[src/rtl/common_serial_decr_timer_if.sv]
// Load/tick/status bundle for common_serial_decr_timer; master drives requests, slave is the timer.
interface common_serial_decr_timer_if #(
    parameter int unsigned NIBBLES = 4
);
    logic                   i_abort;
    logic                   i_load_valid;
    logic                   o_load_ready;
    logic [4*NIBBLES-1:0]   i_load_value;
    logic                   i_tick;
    logic [4*NIBBLES-1:0]   o_count;
    logic                   o_busy;
    logic                   o_armed;
    logic                   o_expire;
    logic                   o_tick_drop;

    modport master (
        output i_abort, i_load_valid, i_load_value, i_tick,
        input  o_load_ready, o_count, o_busy, o_armed, o_expire, o_tick_drop
    );

    modport slave (
        input  i_abort, i_load_valid, i_load_value, i_tick,
        output o_load_ready, o_count, o_busy, o_armed, o_expire, o_tick_drop
    );
endinterface

[src/rtl/common_serial_decr_timer.sv]
// Multi-nibble down-counter that ripples a single 4-bit decrement ROM across the
// count one nibble per cycle, LSB first, stopping as soon as no borrow remains.
module common_rtlrom_decr4 (
    input  logic [3:0] i_d,
    output logic [3:0] o_q,
    output logic       o_c
);
    always_comb begin
        o_q = 4'h0;
        o_c = 1'b0;
        unique case (i_d)
            4'h0: begin o_q = 4'hF; o_c = 1'b1; end
            4'h1: o_q = 4'h0;
            4'h2: o_q = 4'h1;
            4'h3: o_q = 4'h2;
            4'h4: o_q = 4'h3;
            4'h5: o_q = 4'h4;
            4'h6: o_q = 4'h5;
            4'h7: o_q = 4'h6;
            4'h8: o_q = 4'h7;
            4'h9: o_q = 4'h8;
            4'hA: o_q = 4'h9;
            4'hB: o_q = 4'hA;
            4'hC: o_q = 4'hB;
            4'hD: o_q = 4'hC;
            4'hE: o_q = 4'hD;
            4'hF: o_q = 4'hE;
            default: begin o_q = 4'h0; o_c = 1'b0; end
        endcase
    end
endmodule

module common_serial_decr_timer #(
    parameter int unsigned NIBBLES = 4
) (
    input  logic                       clk,
    input  logic                       reset,
    common_serial_decr_timer_if.slave  bus
);
    localparam int unsigned W  = 4 * NIBBLES;
    localparam int unsigned IW = (NIBBLES > 1) ? $clog2(NIBBLES) : 1;
    localparam logic [IW-1:0] IDX_LAST = IW'(NIBBLES - 1);

    typedef enum logic [1:0] {
        S_IDLE  = 2'd0,
        S_ARMED = 2'd1,
        S_STEP  = 2'd2
    } state_e;

    state_e         state_q, state_d;
    logic [W-1:0]   count_q, count_d;
    logic [IW-1:0]  idx_q, idx_d;
    logic           pending_q, pending_d;
    logic           expire_q, expire_d;
    logic           drop_q, drop_d;

    logic [3:0]     rom_d;
    logic [3:0]     rom_q;
    logic           rom_c;

    assign rom_d = count_q[4*idx_q +: 4];

    common_rtlrom_decr4 u_rom (
        .i_d (rom_d),
        .o_q (rom_q),
        .o_c (rom_c)
    );

    always_ff @(posedge clk or posedge reset) begin
        if (reset) begin
            state_q   <= S_IDLE;
            count_q   <= '0;
            idx_q     <= '0;
            pending_q <= 1'b0;
            expire_q  <= 1'b0;
            drop_q    <= 1'b0;
        end else begin
            state_q   <= state_d;
            count_q   <= count_d;
            idx_q     <= idx_d;
            pending_q <= pending_d;
            expire_q  <= expire_d;
            drop_q    <= drop_d;
        end
    end

    always_comb begin
        state_d   = state_q;
        count_d   = count_q;
        idx_d     = idx_q;
        pending_d = pending_q;
        expire_d  = 1'b0;
        drop_d    = 1'b0;
        if (bus.i_abort) begin
            state_d   = S_IDLE;
            count_d   = '0;
            pending_d = 1'b0;
            idx_d     = '0;
        end else begin
            unique case (state_q)
                S_IDLE, S_ARMED: begin
                    if (bus.i_load_valid) begin
                        count_d = bus.i_load_value;
                        state_d = (bus.i_load_value != '0) ? S_ARMED : S_IDLE;
                    end else if (state_q == S_ARMED && bus.i_tick) begin
                        state_d = S_STEP;
                        idx_d   = '0;
                    end
                end
                S_STEP: begin
                    count_d[4*idx_q +: 4] = rom_q;
                    // A tick on the completing edge still lands in the pending slot,
                    // so it is served by the restart below rather than being lost.
                    if (bus.i_tick) begin
                        if (pending_q) drop_d    = 1'b1;
                        else           pending_d = 1'b1;
                    end
                    if (rom_c && idx_q != IDX_LAST) begin
                        idx_d = idx_q + IW'(1);
                    end else if (count_d == '0) begin
                        expire_d  = 1'b1;
                        state_d   = S_IDLE;
                        pending_d = 1'b0;
                        idx_d     = '0;
                    end else if (pending_q || bus.i_tick) begin
                        pending_d = 1'b0;
                        idx_d     = '0;
                    end else begin
                        state_d = S_ARMED;
                        idx_d   = '0;
                    end
                end
                default: state_d = S_IDLE;
            endcase
        end
    end

    assign bus.o_load_ready = (state_q != S_STEP);
    assign bus.o_count      = count_q;
    assign bus.o_busy       = (state_q == S_STEP);
    assign bus.o_armed      = (state_q == S_ARMED);
    assign bus.o_expire     = expire_q;
    assign bus.o_tick_drop  = drop_q;
endmodule

[src/flat_wrapper.sv]
// flat-port wrapper written by rule: the top's interface ports become plain ports
module common_serial_decr_timer_flat 
#(
    parameter int unsigned NIBBLES = 4
)
  (clk, reset, bus_i_abort, bus_i_load_valid, bus_i_load_value, bus_i_tick, bus_o_load_ready, bus_o_count, bus_o_busy, bus_o_armed, bus_o_expire, bus_o_tick_drop);
  common_serial_decr_timer_if #(.NIBBLES(NIBBLES)) bus_i ();
  input  logic clk;
  input  logic reset;
  input wire logic [$bits(bus_i.i_abort)-1:0] bus_i_abort;
  input wire logic [$bits(bus_i.i_load_valid)-1:0] bus_i_load_valid;
  input wire logic [$bits(bus_i.i_load_value)-1:0] bus_i_load_value;
  input wire logic [$bits(bus_i.i_tick)-1:0] bus_i_tick;
  output wire logic [$bits(bus_i.o_load_ready)-1:0] bus_o_load_ready;
  output wire logic [$bits(bus_i.o_count)-1:0] bus_o_count;
  output wire logic [$bits(bus_i.o_busy)-1:0] bus_o_busy;
  output wire logic [$bits(bus_i.o_armed)-1:0] bus_o_armed;
  output wire logic [$bits(bus_i.o_expire)-1:0] bus_o_expire;
  output wire logic [$bits(bus_i.o_tick_drop)-1:0] bus_o_tick_drop;
  assign bus_i.i_abort = bus_i_abort;
  assign bus_i.i_load_valid = bus_i_load_valid;
  assign bus_i.i_load_value = bus_i_load_value;
  assign bus_i.i_tick = bus_i_tick;
  assign bus_o_load_ready = bus_i.o_load_ready;
  assign bus_o_count = bus_i.o_count;
  assign bus_o_busy = bus_i.o_busy;
  assign bus_o_armed = bus_i.o_armed;
  assign bus_o_expire = bus_i.o_expire;
  assign bus_o_tick_drop = bus_i.o_tick_drop;
  common_serial_decr_timer #(.NIBBLES(NIBBLES)) u_core (.clk(clk), .reset(reset), .bus(bus_i));
endmodule
[config.mk]
export PLATFORM = sky130hd
export DESIGN_NAME = common_serial_decr_timer_flat
export DESIGN_NICKNAME = d
export VERILOG_FILES = /design/src/rtl/common_serial_decr_timer_if.sv /design/src/rtl/common_serial_decr_timer.sv /design/src/flat_wrapper.sv
export SDC_FILE = /design/constraint.sdc
export NUM_CORES = 1
export LEC_CHECK = 0
export ABC_AREA = 1
export BUFFER_PORTS_ARGS = -buffer_cell sky130_fd_sc_hd__buf_2
export CAP_MARGIN = 0
export CELL_PAD_IN_SITES_DETAIL_PLACEMENT = 0
export CELL_PAD_IN_SITES_GLOBAL_PLACEMENT = 1
export CORE_MARGIN = 1
export CORE_UTILIZATION = 41
export DETAILED_ROUTE_END_ITERATION = 8
export PLACE_DENSITY_LB_ADDON = 0.1
export RECOVER_POWER = 25
export SYNTH_ARGS = -nofsm -noshare
export SYNTH_HDL_FRONTEND = slang
export SYNTH_SLANG_ARGS = --single-unit
[constraint.sdc]
create_clock -name clk -period 4.14 [get_ports clk]
set_input_delay 0.207 -clock clk [delete_from_list [all_inputs] [get_ports clk]]
set_output_delay 0.207 -clock clk [all_outputs]
set_load 0.005 [all_outputs]
==> impl_metrics.json, run 1 <==
{
  "peakVddDrop_uv": 136.3,
  "crit_fanout": 20,
  "fin_cells": 378,
  "synthFlopType": "dfrtp_1",
  "placed_cells": 374,
  "clock_latency_ns": 0.27,
  "synth_top_cell_by_area": "dfrtp_1",
  "drc": 1,
  "synth_edf_count": 0,
  "crit_path_max_incr_delay_ns": 0.82,
  "core_um2": 4474,
  "layout_min_cycle_time_ns": 3.229,
  "track_usage": 0.2353,
  "grt_pass1_wl_um": 9287,
  "status": "finished, violations left",
  "ys_ff_latch": 23,
  "ant_nets": 0,
  "finalHoldViolCount": 0,
  "path_cells": "nand2_1 -> a32oi_1 -> inv_1 -> ha_1 -> nor3_1 -> nand2_1 -> nand3_1 -> nand2_1 -> inv_1 -> o21ai_2 -> nand2_1 -> nand2_1 -> nor2_1 -> nand2_1 -> nor2_2 -> nand3_2 -> nand2_1 -> nand2_1 -> nand2_1 -> nand2_1",
  "cp-start-kind": "flip-flop",
  "io_pins": 42,
  "clockBufferDepth": 2,
  "cts_resized": 0,
  "drtIter0Drc": 142,
  "fp.dieW_um": 70.98,
  "syn-num-nets": 321,
  "path_clk_slew_ns": 0.09,
  "final_cell_mix": "71 x nand2_1, 41 x buf_2, 34 x inv_1",
  "violations": "DRC",
  "setup_ws_ns": 0.9107,
  "start_util": 0.4360,
  "final_core_util": 0.4933,
  "grt_max_degree": 24,
  "rsz0062_at_grt": "false",
  "numCtsBuffers": 3,
  "dr.pass1.iters": 7,
  "period_share": 0.7800,
  "wl_per_cell_um": 14.75,
  "leakage_nw": 1.135,
  "drt_wl_total_um": 5574,
  "critPathSlowestCell": "dfrtp_1",
  "final_common_cell": "nand2_1",
  "h-tree-depth": 1,
  "slew_headroom": 0.3079,
  "via_count": 1981,
  "powerDensity_nw_per_um2": 270.0,
  "hp-class": "input port to async pin",
  "ctsRootBufferMaster": "clkbuf_8",
  "fin_nets": 360,
  "worst-endpoint-arrival_ns": 3.40,
  "dp_slack_ns": 0.9654,
  "cts_tree": "yes",
  "synth_warnings": 0,
  "portBuffers": 41,
  "setup_viol": 0,
  "synth.top_cell.area_share": 0.2951,
  "synth-seq-area-share": 0.2951,
  "finalSetupTns_ns": 0,
  "area_delta_synth_final_pct": 13.15,
  "fin_skew_ns": 0.004673,
  "cp.required_ns": 4.31,
  "clock.fmax_mhz": 309.7,
  "cts_num_sinks": 23,
  "cap_violations": 0,
  "crit_path_frequent_cell": "nand2_1",
  "die_area_um2": 5037,
  "antenna_found_initial": 0,
  "synth.distinct_cells": 30,
  "path_class": "flip-flop to flip-flop",
  "async_flop_share": 1.000,
  "grt-ovfl-total": 0,
  "dieHeight_um": 70.98,
  "cts_setup_buffers": 0,
  "layout-drive-gt1-share": 0.2147,
  "end_kind": "flip-flop",
  "syn_area_um2": 1951,
  "hold-worst-slack_ns": 0.1166,
  "place_hpwl_um": 4469,
  "gp_congestion": 0.8507,
  "diodes": 0,
  "synth_area_leaders": "dfrtp_1 30%, nand2_1 14%, ha_1 7.7%, inv_1 6.5%, nor2_1 6.4%",
  "syn_area_per_cell_um2": 6.773,
  "grt_pass1_vias": 1893,
  "rows": 24,
  "via_per_inst": 5.241,
  "worstMarginPinSlew_ns": 1.034,
  "maxSlewViolCount": 0,
  "netlist_instances": 288,
  "cts-hold-fix-buffers": 0
}
-- routing by layer --
metal  vias to the layer above  routed length [um]  global-route usage
met1                       893                2781              0.3550
met2                        56                2481              0.3697
met3                         5                 266             0.01709
li1                       1027                   -                   -
met4                         0                  45             0.04889
met5                         -                   0                   0
-- cells by family (layout without fill, tap and decap cells) --
kind of cell,after synthesis,count (layout),share of synthesized area
buffers and inverters,48,86,0.1129
AND/OR/NAND/NOR,154,154,0.3618
adder cells (fa/ha/maj),12,12,0.07697
flip-flops,23,23,0.2951
AO/OA/AOI/OAI,51,51,0.1533
-- final timing paths --
check | slack, ns | start | to | cells past startpoint
max | 0.91 | u_core.idx_q[0] | u_core.state_q[0] | 20
min | 0.12 | reset | u_core.bus.o_count[11] | 2
max reg2reg | 0.91 | u_core.idx_q[0] | u_core.state_q[0] | 20
min reg2reg | 0.54 | u_core.pending_q | u_core.bus.o_tick_drop | 2
max in group asynchronous | 3.46 | reset | u_core.bus.o_count[1] | 2
min in group clk | 0.17 | bus_i_tick | u_core.bus.o_tick_drop | 3
-- per-stage QoR --
stage                     total power [W]  area [um2]
after global placement          0.0004530        2162
after floorplan                 0.0003895        1951
after detailed placement        0.0004519        2162
after global routing            0.0006321        2207
after CTS                       0.0005959        2207
final                           0.0005960        2207
-- critical path: cells and delay by family, from the launching register on --
family                   cells  cell delay, ns
AO/OA/AOI/OAI                2            0.50
adder cells (fa/ha/maj)      1            0.20
buffers and inverters        2            0.21
flip-flops                   1            0.82
AND/OR/NAND/NOR             15            1.40
-- sequential cells by signal, indices dropped and copies added (netlist names) --
signal	count
u_core.bus.o_count	16
u_core.bus.o_expire	1
u_core.state_q	2
u_core.bus.o_tick_drop	1
u_core.idx_q	2
u_core.pending_q	1
-- layout make-up --
class | instances | area (um2)
clock buffer | 4 | 45.04
fill | 479 | 2267
inverter | 41 | 161.4
multi-input combinational | 217 | 1155
sequential | 23 | 575.6
tap | 52 | 65.06
timing repair buffer | 41 | 205.2
-- report_power, final --
part,internal [W],total [W],switching (W)
combinational,0.0000693,0.000187,0.000118
clock,0.0000689,0.000148,0.0000789
sequential,0.000241,0.000261,0.0000203
total,0.000379,0.000596,0.000217
-- cells in the mapped netlist (2+ instances only) --
cell / count
a21oi_1: 14
buf_6: 2
clkbuf_1: 3
dfrtp_1: 23
ha_1: 12
inv_1: 34
inv_2: 5
nand2_1: 71
nand2_2: 5
nand2_4: 2
nand3_1: 18
nand3_2: 5
nand4_1: 6
nor2_1: 33
nor2_2: 5
nor3_1: 4
nor4_1: 4
o21ai_0: 10
o21ai_1: 3
o21ai_2: 2
o22ai_1: 18
(Power assumes the default switching activity.)
==> inputs of run 2 (changes only) <==
Settings changed: CORE_UTILIZATION 41 to 35.
Clock period 4.14 ns to 2.93 ns, I/O delays scaled along.
==> run 2 against run 1 <==
- the flow now finishes without violations
- clock-buffer cell count stayed put
- register-to-register slack worse by 0.59 ns
- clock power is 36% higher
- non-clock buffer count is 6 higher
- die area is 17% higher
- global-route usage is 1.7 points lower
- maximum frequency is 24% higher
- worst setup slack worse by 0.59 ns
- core utilization is 5.4 points lower
- combinational power is 50% higher
- critical path depth is 1 higher
- via count is 0.56% lower
- critical path type unchanged
- largest power group unchanged
==> impl_metrics.json, run 2 (synthesis gave the netlist of run 1 again) <==
{
  "status": "finished, final reports clean",
  "path_clk_slew_ns": 0.09,
  "cap_violations": 0,
  "io_pins": 42,
  "ant_nets": 0,
  "drt_wl_total_um": 5887,
  "clock_latency_ns": 0.26,
  "largest_reg_flops": 16,
  "path_class": "flip-flop to flip-flop",
  "via_per_inst": 4.900,
  "grt_max_degree": 24,
  "clockBufferDepth": 2,
  "final_common_cell": "nand2_1",
  "cts_resized": 0,
  "clock.fmax_mhz": 383.6,
  "cp-start-kind": "flip-flop",
  "cts-hold-fix-buffers": 0,
  "via_count": 1970,
  "layout-drive-gt1-share": 0.2470,
  "portBuffers": 41,
  "core_um2": 5238,
  "layout_min_cycle_time_ns": 2.607,
  "grt-ovfl-total": 0,
  "pwr-share-seq": 0.434,
  "setup_ws_ns": 0.3231,
  "diodes": 0,
  "rows": 26,
  "end_kind": "flip-flop",
  "peakVddDrop_uv": 131.5,
  "rsz0062_at_grt": "false",
  "numCtsBuffers": 3,
  "worst-endpoint-arrival_ns": 2.77,
  "final_cell_mix": "71 x nand2_1, 41 x buf_2, 33 x inv_1",
  "ctsRootBufferMaster": "clkbuf_8",
  "dieHeight_um": 76.66,
  "p_sw_w": 0.0003101,
  "p_int_w": 0.0005415,
  "grt_pass1_vias": 2005,
  "powerDensity_nw_per_um2": 370.1,
  "power_w": 0.0008516,
  "period_share": 0.8897,
  "cp.required_ns": 3.09,
  "reg2reg_depth": 21,
  "cts_setup_buffers": 0,
  "final_core_util": 0.4393,
  "place_hpwl_um": 4767,
  "track_usage": 0.2180,
  "dr.pass1.iters": 4,
  "antenna_found_initial": 0,
  "start_util": 0.3724,
  "p_sw_frac": 0.3641,
  "maxSlewViolCount": 0,
  "fin_skew_ns": 0.003930,
  "setup_viol": 0,
  "cts_num_sinks": 23,
  "drtIter0Drc": 88,
  "die_area_um2": 5876,
  "wl_per_cell_um": 14.64,
  "drc": 0,
  "crit_fanout": 7,
  "grt_pass1_wl_um": 10120,
  "cts_tree": "yes",
  "gp_congestion": 0.8436,
  "comb_power_share": 0.329,
  "fin_nets": 366,
  "pwr-share-clk": 0.237,
  "placed_cells": 398,
  "area_delta_synth_final_pct": 17.96,
  "fin_cells": 402,
  "slew_headroom": 0.3835,
  "worstMarginPinSlew_ns": 0.9237,
  "h-tree-depth": 1,
  "finalSetupTns_ns": 0,
  "dp_slack_ns": 0.1558,
  "leakage_nw": 1.166,
  "hp-class": "input port to async pin",
  "finalHoldViolCount": 0,
  "fp.dieW_um": 76.66
}
run 2: cell types whose count changed in the layout (fill, tap and decap cells not counted):
| cell | delta |
|---|---|
| a32oi_1 | -1 |
| nor3_2 | +1 |
| a21oi_2 | +1 |
| a32oi_2 | +1 |
| inv_4 | +1 |
| nor3_1 | -1 |
| nor2_2 | +1 |
| nor2_1 | -1 |
| a21oi_1 | -1 |
| buf_6 | +1 |
| inv_1 | -1 |
| dfrtp_2 | +1 |
| buf_4 | +5 |
| dfrtp_1 | -1 |
run 2: path summary, 6_finish.rpt:
path	startpoint	to	slack [ns]
min	reset	u_core.bus.o_count[10]	0.07
min in group clk	bus_i_tick	u_core.bus.o_tick_drop	0.12
min reg2reg	u_core.pending_q	u_core.bus.o_tick_drop	0.54
max reg2reg	u_core.idx_q[0]	u_core.state_q[0]	0.32
max	u_core.idx_q[0]	u_core.state_q[0]	0.32
max in group asynchronous	reset	u_core.idx_q[0]	2.23
run 2: stage by stage:
step,hold WS [ns],area [um2]
CTS,0.1113,2275
finish,0.07301,2301
global route,0.1456,2301
detailed placement,0.3954,2230
floorplan,0.1484,1951
global placement,0.3892,2230
run 2: power by group through the flow:
stage               Clock, W  Combinational, W  Sequential (W)
global route        0.000221          0.000319        0.000373
CTS                 0.000208          0.000277        0.000369
global placement           0          0.000276        0.000376
finish              0.000202          0.000280        0.000369
floorplan                  0          0.000183        0.000367
detailed placement         0          0.000274        0.000375
run 2: worst max-delay path, stage by stage (launching register included):
cell     delay, ns
dfrtp_2       0.49
nand2_1       0.11
nand3_2       0.10
nand2_4       0.11
inv_2         0.07
ha_1          0.22
nor3_2        0.24
nand2_1       0.07
nand3_1       0.08
nand2_1       0.07
inv_1         0.07
o21ai_2       0.08
nand2_1       0.07
nand2_1       0.07
nor2_2        0.09
nand2_1       0.07
nor2_2        0.13
nand3_2       0.10
nand2_1       0.10
nand2_1       0.05
nand2_1       0.05
nand2_1       0.05
run 2: routing by layer:
metal	vias up	track usage	wire length (um)
met5	-	0	0
met4	0	0.04615	59
met3	4	0.01905	226
met2	41	0.3595	2665
met1	887	0.3092	2935
li1	1038	-	-
run 2: final cells by class:
cell class                 instances  area [um2]
clock buffer                       4       45.04
sequential                        23       576.8
tap                               70       87.58
inverter                          41       163.9
fill                             585        2937
multi-input combinational        217        1174
timing repair buffer              47       254.0
==> inputs of run 3 (changes only) <==
Settings changed: CORE_ASPECT_RATIO from default to 0.7.
==> run 3 against run 2 <==
- sequential share of layout area decreased by 0.24 points
- via count increased by 7.6%
- die area about the same
- worst hold slack got worse by 0.021 ns
- global-route usage increased by 0.85 points
==> impl_metrics.json, run 3 (synthesis gave the netlist of run 1 again) <==
{
  "status": "finished, final reports clean",
  "cap_violations": 0,
  "core_um2": 5313,
  "design_area_um2": 2323,
  "slew_headroom": 0.3890,
  "startpoint": "u_core.idx_q[0]",
  "rows": 22,
  "cts_num_sinks": 23,
  "placed_area_um2": 2247,
  "track_usage": 0.2266,
  "maxSlewViolCount": 0,
  "cp.required_ns": 3.11,
  "gr-max-usage-layer": "met2",
  "leakage_nw": 1.183,
  "clock_latency_ns": 0.28,
  "clock.fmax_mhz": 379.5,
  "path_clk_slew_ns": 0.10,
  "cp-start-kind": "flip-flop",
  "worst-endpoint-arrival_ns": 2.82,
  "place_hpwl_um": 5010,
  "ant_nets": 0,
  "antenna_found_initial": 0,
  "use_met1": 0.3384,
  "dr.pass1.iters": 5,
  "wl_per_cell_um": 15.59,
  "fin_nets": 368,
  "via_per_inst": 5.222,
  "h-tree-depth": 1,
  "grt_util_met3": 0.04695,
  "fp.dieW_um": 91.23,
  "cts_setup_buffers": 0,
  "numCtsBuffers": 3,
  "ctsRootBufferMaster": "clkbuf_8",
  "drt_wl_total_um": 6331,
  "final_core_util": 0.4374,
  "grt_max_degree": 24,
  "finalSetupTns_ns": 0,
  "final_common_cell": "nand2_1",
  "gp_congestion": 0.9272,
  "portBuffers": 41,
  "period_share": 0.8993,
  "drc": 0,
  "end_kind": "flip-flop",
  "io_pins": 42,
  "final_cell_mix": "71 x nand2_1, 41 x buf_2, 34 x inv_1",
  "setup_viol": 0,
  "path_class": "flip-flop to flip-flop",
  "crit_fanout": 17,
  "layout_min_cycle_time_ns": 2.635,
  "die_area_um2": 5881,
  "cts_tree": "yes",
  "r2r-start": "u_core.idx_q[0]",
  "fin_skew_ns": 0.01640,
  "grt_pass1_wl_um": 10360,
  "grt-ovfl-total": 0,
  "clockBufferDepth": 2,
  "start_util": 0.3672,
  "drtIter0Drc": 175,
  "finalHoldViolCount": 0,
  "powerDensity_nw_per_um2": 376.2,
  "fillCellCount": 575,
  "via_count": 2120,
  "met2_usage": 0.3438,
  "largest_reg_flops": 16,
  "diodes": 0,
  "grt_pass1_vias": 2023,
  "area_delta_synth_final_pct": 19.11,
  "worstMarginPinSlew_ns": 0.9155,
  "peakVddDrop_uv": 144.4,
  "layout-drive-gt1-share": 0.2485,
  "hp-class": "input port to async pin",
  "rsz0062_at_grt": "false",
  "dieHeight_um": 64.46
}
==> run 3: report_power, final <==
| group | switching (W) | total, W | internal (W) | leakage, nW |
|---|---|---|---|---|
| registers | 0.0000281 | 0.000368 | 0.000340 | 0.307 |
| logic | 0.000185 | 0.000294 | 0.000110 | 0.850 |
| clock network | 0.000116 | 0.000212 | 0.0000954 | 0.0255 |
| total | 0.000329 | 0.000874 | 0.000545 | 1.18 |
==> run 3: cell type report <==
| cell class | instances | area [um2] | area share |
|---|---|---|---|
| clock buffers | 3 | 41.29 | 0.01777 |
| clock inverters | 1 | 5.005 | 0.002154 |
| inverters | 41 | 161.4 | 0.06947 |
| multi-input cells | 217 | 1184 | 0.5094 |
| flip-flops and latches | 23 | 576.8 | 0.2482 |
| well taps | 72 | 90.09 | 0.03877 |
| repair buffers | 49 | 265.3 | 0.1142 |
==> run 3: worst paths after layout <==
path	end	cells past startpoint	slack [ns]
max	u_core.state_q[0]	22	0.29
min	u_core.bus.o_count[8]	2	0.05
max reg2reg	u_core.state_q[0]	22	0.29
min reg2reg	u_core.state_q[0]	2	0.54
max in group asynchronous	u_core.idx_q[0]	2	2.25
min in group clk	u_core.bus.o_tick_drop	3	0.12
==> run 3: stage by stage <==
stage / power, W / hold WS (ns) / setup WS [ns] / cells
final: 0.0008742 / 0.05185 / 0.2949 / 406
after global routing: 0.0009308 / 0.1505 / 0.002401 / 406
after detailed placement: 0.0006538 / 0.4000 / 0.1412 / 402
after global placement: 0.0006590 / 0.3835 / 0.1632 / 402
after CTS: 0.0008664 / 0.09763 / 0.1228 / 406
after floorplan: 0.0005504 / 0.1484 / 0.2038 / 288
==> run 3: what timing repair did <==
item,4_1_cts,5_1_grt
endpoints found under the setup margin,0,3
hold buffers,0,0
gates resized for setup,0,6
==> run 3: per-layer routing <==
| layer | up-vias | wire length (um) |
|---|---|---|
| met5 | - | 0 |
| met4 | 0 | 30 |
| met3 | 4 | 388 |
| met2 | 84 | 2614 |
| met1 | 992 | 3297 |
| li1 | 1040 | - |
==> run 3: critical path: stages (launching register included) <==
cell	delay, ns
dfrtp_2	0.48
inv_8	0.09
nand2_1	0.08
nand3_2	0.08
nand2_4	0.11
inv_2	0.07
ha_1	0.24
nor3_4	0.23
nand2_1	0.07
nand3_1	0.08
nand2_1	0.10
inv_1	0.08
o21ai_2	0.08
nand2_1	0.07
nand2_1	0.07
nor2_1	0.09
nand2_1	0.06
nor2_2	0.11
nand3_2	0.10
nand2_1	0.11
nand2_1	0.05
nand2_1	0.05
nand2_1	0.05
